`config.mk`:
```
export PLATFORM = sky130hd
export DESIGN_NAME = connect_arbiter
export DESIGN_NICKNAME = d
export VERILOG_FILES = /design/src/rtl/connect_arbiter.sv
export SDC_FILE = /design/constraint.sdc
export NUM_CORES = 1
export LEC_CHECK = 0
export CAP_MARGIN = 20
export CORE_AREA = 2 2 307 309
export CTS_CLUSTER_DIAMETER = 150
export DETAILED_ROUTE_END_ITERATION = 12
export DIE_AREA = 0 0 309 311
export HOLD_SLACK_MARGIN = 0.08
export PLACE_DENSITY_LB_ADDON = 0.15
export SYNTH_ARGS = -nofsm -noshare
export SYNTH_HDL_FRONTEND = slang
export SYNTH_SLANG_ARGS = --single-unit
```
`constraint.sdc`:
```
create_clock -name CLK -period 7.1 [get_ports CLK]
set_input_delay 1.775 -clock CLK [delete_from_list [all_inputs] [get_ports CLK]]
set_output_delay 1.775 -clock CLK [all_outputs]
set_load 0.02 [all_outputs]
```
`src/rtl/connect_arbiter.sv`:
```
// Round-robin arbiter merging CONNECT_NUM valid/ready packet streams into a
// single registered output stage tagged with the supplying requester index.
module connect_arbiter #(
  parameter int  DATA_WIDTH  = 192,
  parameter int  CONNECT_NUM = 3,
  localparam int SRC_WIDTH   = (CONNECT_NUM > 2) ? $clog2(CONNECT_NUM) : 1
) (
  input  logic                              CLK,
  input  logic                              RST,
  input  logic [CONNECT_NUM-1:0]            RECEIVE_VALID,
  output logic [CONNECT_NUM-1:0]            RECEIVE_READY,
  input  logic [DATA_WIDTH*CONNECT_NUM-1:0] RECEIVE_DATA,
  output logic                              SEND_VALID,
  input  logic                              SEND_READY,
  output logic [DATA_WIDTH-1:0]             SEND_DATA,
  output logic [SRC_WIDTH-1:0]              SEND_SOURCE
);

  logic                  accept;
  logic                  grant_found;
  logic [SRC_WIDTH-1:0]  grant_idx;
  logic [SRC_WIDTH-1:0]  last;
  logic [DATA_WIDTH-1:0] grant_data;

  // The output slot is free when empty or being drained this very cycle.
  assign accept = !SEND_VALID || SEND_READY;

  // Search last+1, last+2, ... wrapping, with last itself examined final.
  always_comb begin
    logic [SRC_WIDTH-1:0] idx;
    grant_found = 1'b0;
    grant_idx   = '0;
    idx         = last;
    for (int k = 0; k < CONNECT_NUM; k++) begin
      idx = (idx == SRC_WIDTH'(CONNECT_NUM - 1)) ? '0 : idx + 1'b1;
      if (!grant_found && RECEIVE_VALID[idx]) begin
        grant_found = 1'b1;
        grant_idx   = idx;
      end
    end
  end

  always_comb begin
    grant_data = '0;
    for (int i = 0; i < CONNECT_NUM; i++) begin
      if (grant_idx == SRC_WIDTH'(i)) begin
        grant_data = RECEIVE_DATA[i*DATA_WIDTH +: DATA_WIDTH];
      end
    end
  end

  always_comb begin
    RECEIVE_READY = '0;
    if (accept && !RST && grant_found) begin
      RECEIVE_READY[grant_idx] = 1'b1;
    end
  end

  always_ff @(posedge CLK) begin
    if (RST) begin
      SEND_VALID  <= 1'b0;
      SEND_DATA   <= '0;
      SEND_SOURCE <= '0;
      last        <= SRC_WIDTH'(CONNECT_NUM - 1);
    end else if (accept) begin
      if (grant_found) begin
        SEND_VALID  <= 1'b1;
        SEND_DATA   <= grant_data;
        SEND_SOURCE <= grant_idx;
        last        <= grant_idx;
      end else begin
        // accept implies the held packet (if any) leaves this edge
        SEND_VALID <= 1'b0;
      end
    end
  end

endmodule

```
; Yosys cells after proc, flatten, opt, wreduce, memory -nomap -nowiden
; Cells that the tools add are included.
[word_totals]
ff_bits = 197
inputBits = 582
[classes]
muxes = 22
eq_ne = 5
n_reduce_logical = 12
magnitude_cmp = 5
n_addsub = 3
[ops]
columns = op, n
row1 = 192-bit 2-to-1 mux, 3
row2 = 2-bit by 3-bit < comparator with 1-bit output (second input constant), 4
row3 = 2-bit 2-to-1 mux, 6
row4 = 2-bit equality test (second input constant), 4
row5 = 1-bit 2-to-1 mux, 8
row6 = 2-bit by 1-bit adder with 2-bit output (second input constant), 3
row7 = 1-bit binary-select mux with 2-bit select, 3
row8 = 1-bit logical AND, 5
row9 = 1-bit zero test, 4
row10 = 3-bit 2-to-1 mux, 1
row11 = 1-bit demux with 2-bit select, 1
row12 = 2-bit by 1-bit equality test with 1-bit output (second input constant), 1
row13 = 2-bit by 1-bit >= comparator with 1-bit output (second input constant), 1
row14 = 2-bit zero test, 1
row15 = 2-bit AND reduction, 1
row16 = 1-bit logical OR, 1

; Longest topological paths before layout
[logic_depth]
ltp_word = 16
depth_mapped = 8

; Worst setup path after synthesis
; No wires, ideal clock.
[synth_path]
path_type = input to output
startpoint = in RECEIVE_VALID[2]
endpoint = out RECEIVE_READY[0]
t_required_ps = 5325
slack_ps = 2304
path_stages = 8
arrival_time_ps = 3021
n_path_buf = 4
path_cell_list = or3_4 > and3b_1 > buf_6 > nand2b_1 > buf_4 > buf_6 > buf_4 > nor2_1
[synth_between]
elab_chain_len = 14
elab_cells_between_ends = 23
classes_between = 2 x order compare / 15 x mux / 6 x reduce/logical
[synth_rtl]
columns = item, line_no
row1 = "start, declared", 10  ; input logic [CONNECT_NUM-1:0] RECEIVE_VALID,
row2 = 1-bit binary-select mux with 2-bit select, 36  ; if (!grant_found && RECEIVE_VALID[idx]) begin
row3 = 1-bit 2-to-1 mux (not written as such), 36
row4 = 1-bit 2-to-1 mux, 36
row5 = 1-bit zero test, 36
row6 = 1-bit logical AND, 36
row7 = 1-bit 2-to-1 mux, 36
row8 = 1-bit zero test, 36
row9 = 1-bit logical AND, 36
row10 = 2-bit 2-to-1 mux, 36
row11 = 2-bit by 3-bit < comparator with 1-bit output (not written as such) / 2-bit by 1-bit >= comparator with 1-bit output (equally long branches), 55  ; RECEIVE_READY[grant_idx] = 1'b1;
row12 = 1-bit logical AND (not written as such), 55
row13 = 1-bit 2-to-1 mux (not written as such), 55
row14 = 1-bit demux with 2-bit select, 55
row15 = 3-bit 2-to-1 mux *, 54  ; if (accept && !RST && grant_found) begin
row16 = "end, declared", 11  ; output logic [CONNECT_NUM-1:0] RECEIVE_READY,
; Every way passes the cells marked *; elsewhere a longest branch is shown, timed or not. The select of a mux whose other input is x is not followed.

; Final worst setup path
[layout_path]
startpoint = in RECEIVE_VALID[1]
endpoint = out RECEIVE_READY[0]
; Same word-level chain as after synthesis.

==> results.yml <==
logic_synthesis:
  synth-seq-area-share: 0.4201
  syn_area_per_cell_um2: 10.30
  syn_area_um2: 9340
  synthDistinctLibCells: 25
  yosys_warnings: 0
  synthCells: 907
  synth_seq_cells: 196
  syn_nets: 1489
floorplan:
  die_y_um: 311
  dieArea_um2: 96100
  initial_core_util: 0.1007
  io_pins: 780
  die-width_um: 309
  core_area_um2: 92770
  rows: 112
clock_tree:
  root_buffer: "clkbuf_16"
  holdBufCountCts: 0
  cts_setup_buffers: 0
  cts.htree.levels: 4
  cts_buffer_depth: 2
  numClockSinks: 196
  path_clk_slew_ns: 0.08
  cts_tree: "built"
  numCtsBuffers: 17
  clock_latency_ns: 0.52
  cts_resized: 0
sta:
  finalSetupViolCount: 0
  hold_ws_ns: 0.4692
  fmax_mhz: 172.6
  final-max-slew-violation-count: 0
  finalHoldViolCount: 0
  worst_pin_slew_ns: 1.134
  fin_crit_ns: 5.794
  grt_setup_unrepaired: "false"
  post-route-period-util: 0.8161
  relSlewSlack: 0.2437
  tns_ns: 0
  fin_skew_ns: 0.01033
setup_path:
  worst_r2r_path_depth: 6
  worstPathRequired_ns: 5.33
  critPathArrivalTime_ns: 4.02
  timing.rr.start: "SEND_VALID$_SDFFE_PP0N_"
  crit_type: "in -> out"
  cp-end-kind: "output pin"
  cp_cell_sequence: "clkdlybuf4s50_1 > nor2b_1 > o2bb2ai_4 > nand2b_4 > nor2_1 > clkdlybuf4s50_1"
  critical_path.max_stage_delay_ns: 0.80
  crit_fanout: 7
  rrSetupSlack_ns: 4.12
  r2r-end: "SEND_DATA[102]$_SDFFE_PP0P_"
  start_kind: "primary input"
  cp_common_cell: "clkdlybuf4s50_1"
  slowest_stage: "clkdlybuf4s50_1"
placed_design:
  portBuffers: 779
  dpl.hpwl_mm: 44.69
  gp_routability_congestion: 0.7958
  place_area_um2: 18220
power:
  p_clk_frac: 0.304
  power_frac_seq: 0.357
  switching_share: 0.3274
  leakagePower_uw: 0.006272
  switching_power_uw: 1190
  irDropWorstVdd_mv: 0.2041
  p_comb_frac: 0.339
  p_int_uw: 2444
  power.density_nw_per_um2: 192.9
  p_total_uw: 3633
hold_path:
  min_to: "SEND_SOURCE[1]$_SDFFE_PP0P_"
  hp-class: "reg -> reg"
  min_path_cells: 2
  holdCritStartpoint: "SEND_SOURCE[1]$_SDFFE_PP0P_"
flow_run:
  cap_violations: 0
detailed_routing:
  drc_errors: 0
  drtPass1Iterations: 5
  avgRoutedWirePerCell_um: 20.93
  drtAntennaViolNets: 0
  drt_iter0_markers: 500
  wirelength_mm: 60.27
  vias: 10598
  viasPerCell: 3.681
final_layout:
  register_area_um2: 3924
  drive_above_1_share: 0.03142
  multi_input_area_um2: 4775
  area_delta_synth_final_pct: 101.6
  finalNetCount: 2193
  final_util: 0.2030
  final_cell_mix: "clkdlybuf4s50_1 (779), dfxtp_1 (196), mux2i_1 (193)"
  fin_area_um2: 18830
  fillers: 10220
  layout_commonest_cell: "clkdlybuf4s50_1"
run_status:
  status: "finished clean"
global_route:
  grt_pass1_vias: 11211
  grt_max_degree: 134
  grt_antenna_before_repair: 4
  grt_first_pass_wirelength_mm: 83.32
  grt_usage: 0.1208
  overflow: 0
worst max-delay path: cells and delay by family:
kind / cells / cell delay, ns
buf+inv: 2 / 1.41
compound gates: 1 / 0.11
simple gates: 3 / 0.71
routing by layer:
layer | track usage | wire length (um) | vias to the layer above
li1 | - | - | 5050
met1 | 0.1320 | 23020 | 5086
met2 | 0.2204 | 31770 | 419
met3 | 0.03712 | 4423 | 41
met4 | 0.03729 | 1036 | 2
met5 | 0 | 11 | -
synth_stat cells:
cell type | n | area share
nor2_1 | 4 | 0.0016
a21oi_1 | 4 | 0.0021
buf_6 | 21 | 0.025
dfxtp_1 | 196 | 0.42
a32oi_1 | 192 | 0.18
a22oi_1 | 1 | 0.00080
o2bb2ai_1 | 1 | 0.00094
buf_2 | 38 | 0.020
nor3_1 | 2 | 0.0011
clkbuf_4 | 4 | 0.0032
nand3_1 | 1 | 0.00054
mux2i_1 | 193 | 0.21
clkbuf_2 | 8 | 0.0043
nand2b_1 | 3 | 0.0020
and2_1 | 1 | 0.00067
clkbuf_1 | 22 | 0.0088
nor2b_1 | 2 | 0.0013
and3b_1 | 1 | 0.00094
buf_4 | 15 | 0.012
nand2_2 | 1 | 0.00067
nand2_1 | 3 | 0.0012
or3_4 | 1 | 0.0012
o21ai_1 | 175 | 0.094
o21ai_0 | 17 | 0.0091
a22o_1 | 1 | 0.00094
metrics by stage:
step,cells,setup slack (ns)
global placement,2846,1.222
floorplan,907,2.304
CTS,2877,1.202
finish,2879,1.306
global route,2879,1.091
detailed placement,2846,1.223
cell type report:
type / instances / share of cell area
multi-input cells: 603 / 0.2535
well taps: 1254 / 0.08331
repair buffers: 793 / 0.4222
clock buffers: 20 / 0.02425
flip-flops and latches: 196 / 0.2083
clock inverters: 11 / 0.008105
diodes: 2 / 0.0002657
flip-flops by register name, indices dropped and copies added, names as in the netlist:
name and count:
SEND_DATA 192, SEND_SOURCE 2, SEND_VALID 1, last 1
logic make-up after synthesis:
| logic type | Yosys count | synth area share |
|---|---|---|
| compound gates | 391 | 0.2877 |
| buf+inv | 108 | 0.07408 |
| flops | 196 | 0.4201 |
| mux | 193 | 0.2068 |
| simple gates | 19 | 0.01125 |
power groups by stage:
stage | Combinational [uW] | Clock (uW) | Sequential (uW)
final | 1230 | 1100 | 1300
after global routing | 1300 | 1200 | 1310
after floorplan | 355 | 0 | 1470
after detailed placement | 1250 | 0 | 1320
after global placement | 1250 | 0 | 1320
after CTS | 1250 | 1180 | 1300
worst max-delay path by stage:
| stage | endpoint | depth (start not counted) | slack, ns | startpoint |
|---|---|---|---|---|
| 2_1_floorplan | RECEIVE_READY[0] | 8 | 2.30 | RECEIVE_VALID[2] |
| 3_3_place_gp | RECEIVE_READY[0] | 6 | 1.22 | RECEIVE_VALID[1] |
| 3_5_place_dp | RECEIVE_READY[0] | 6 | 1.22 | RECEIVE_VALID[1] |
| 4_1_cts | RECEIVE_READY[0] | 6 | 1.20 | RECEIVE_VALID[1] |
| 5_1_grt | RECEIVE_READY[0] | 6 | 1.09 | RECEIVE_VALID[1] |
| 6_report | RECEIVE_READY[0] | 6 | 1.31 | RECEIVE_VALID[1] |
(Power assumes the default switching activity.)
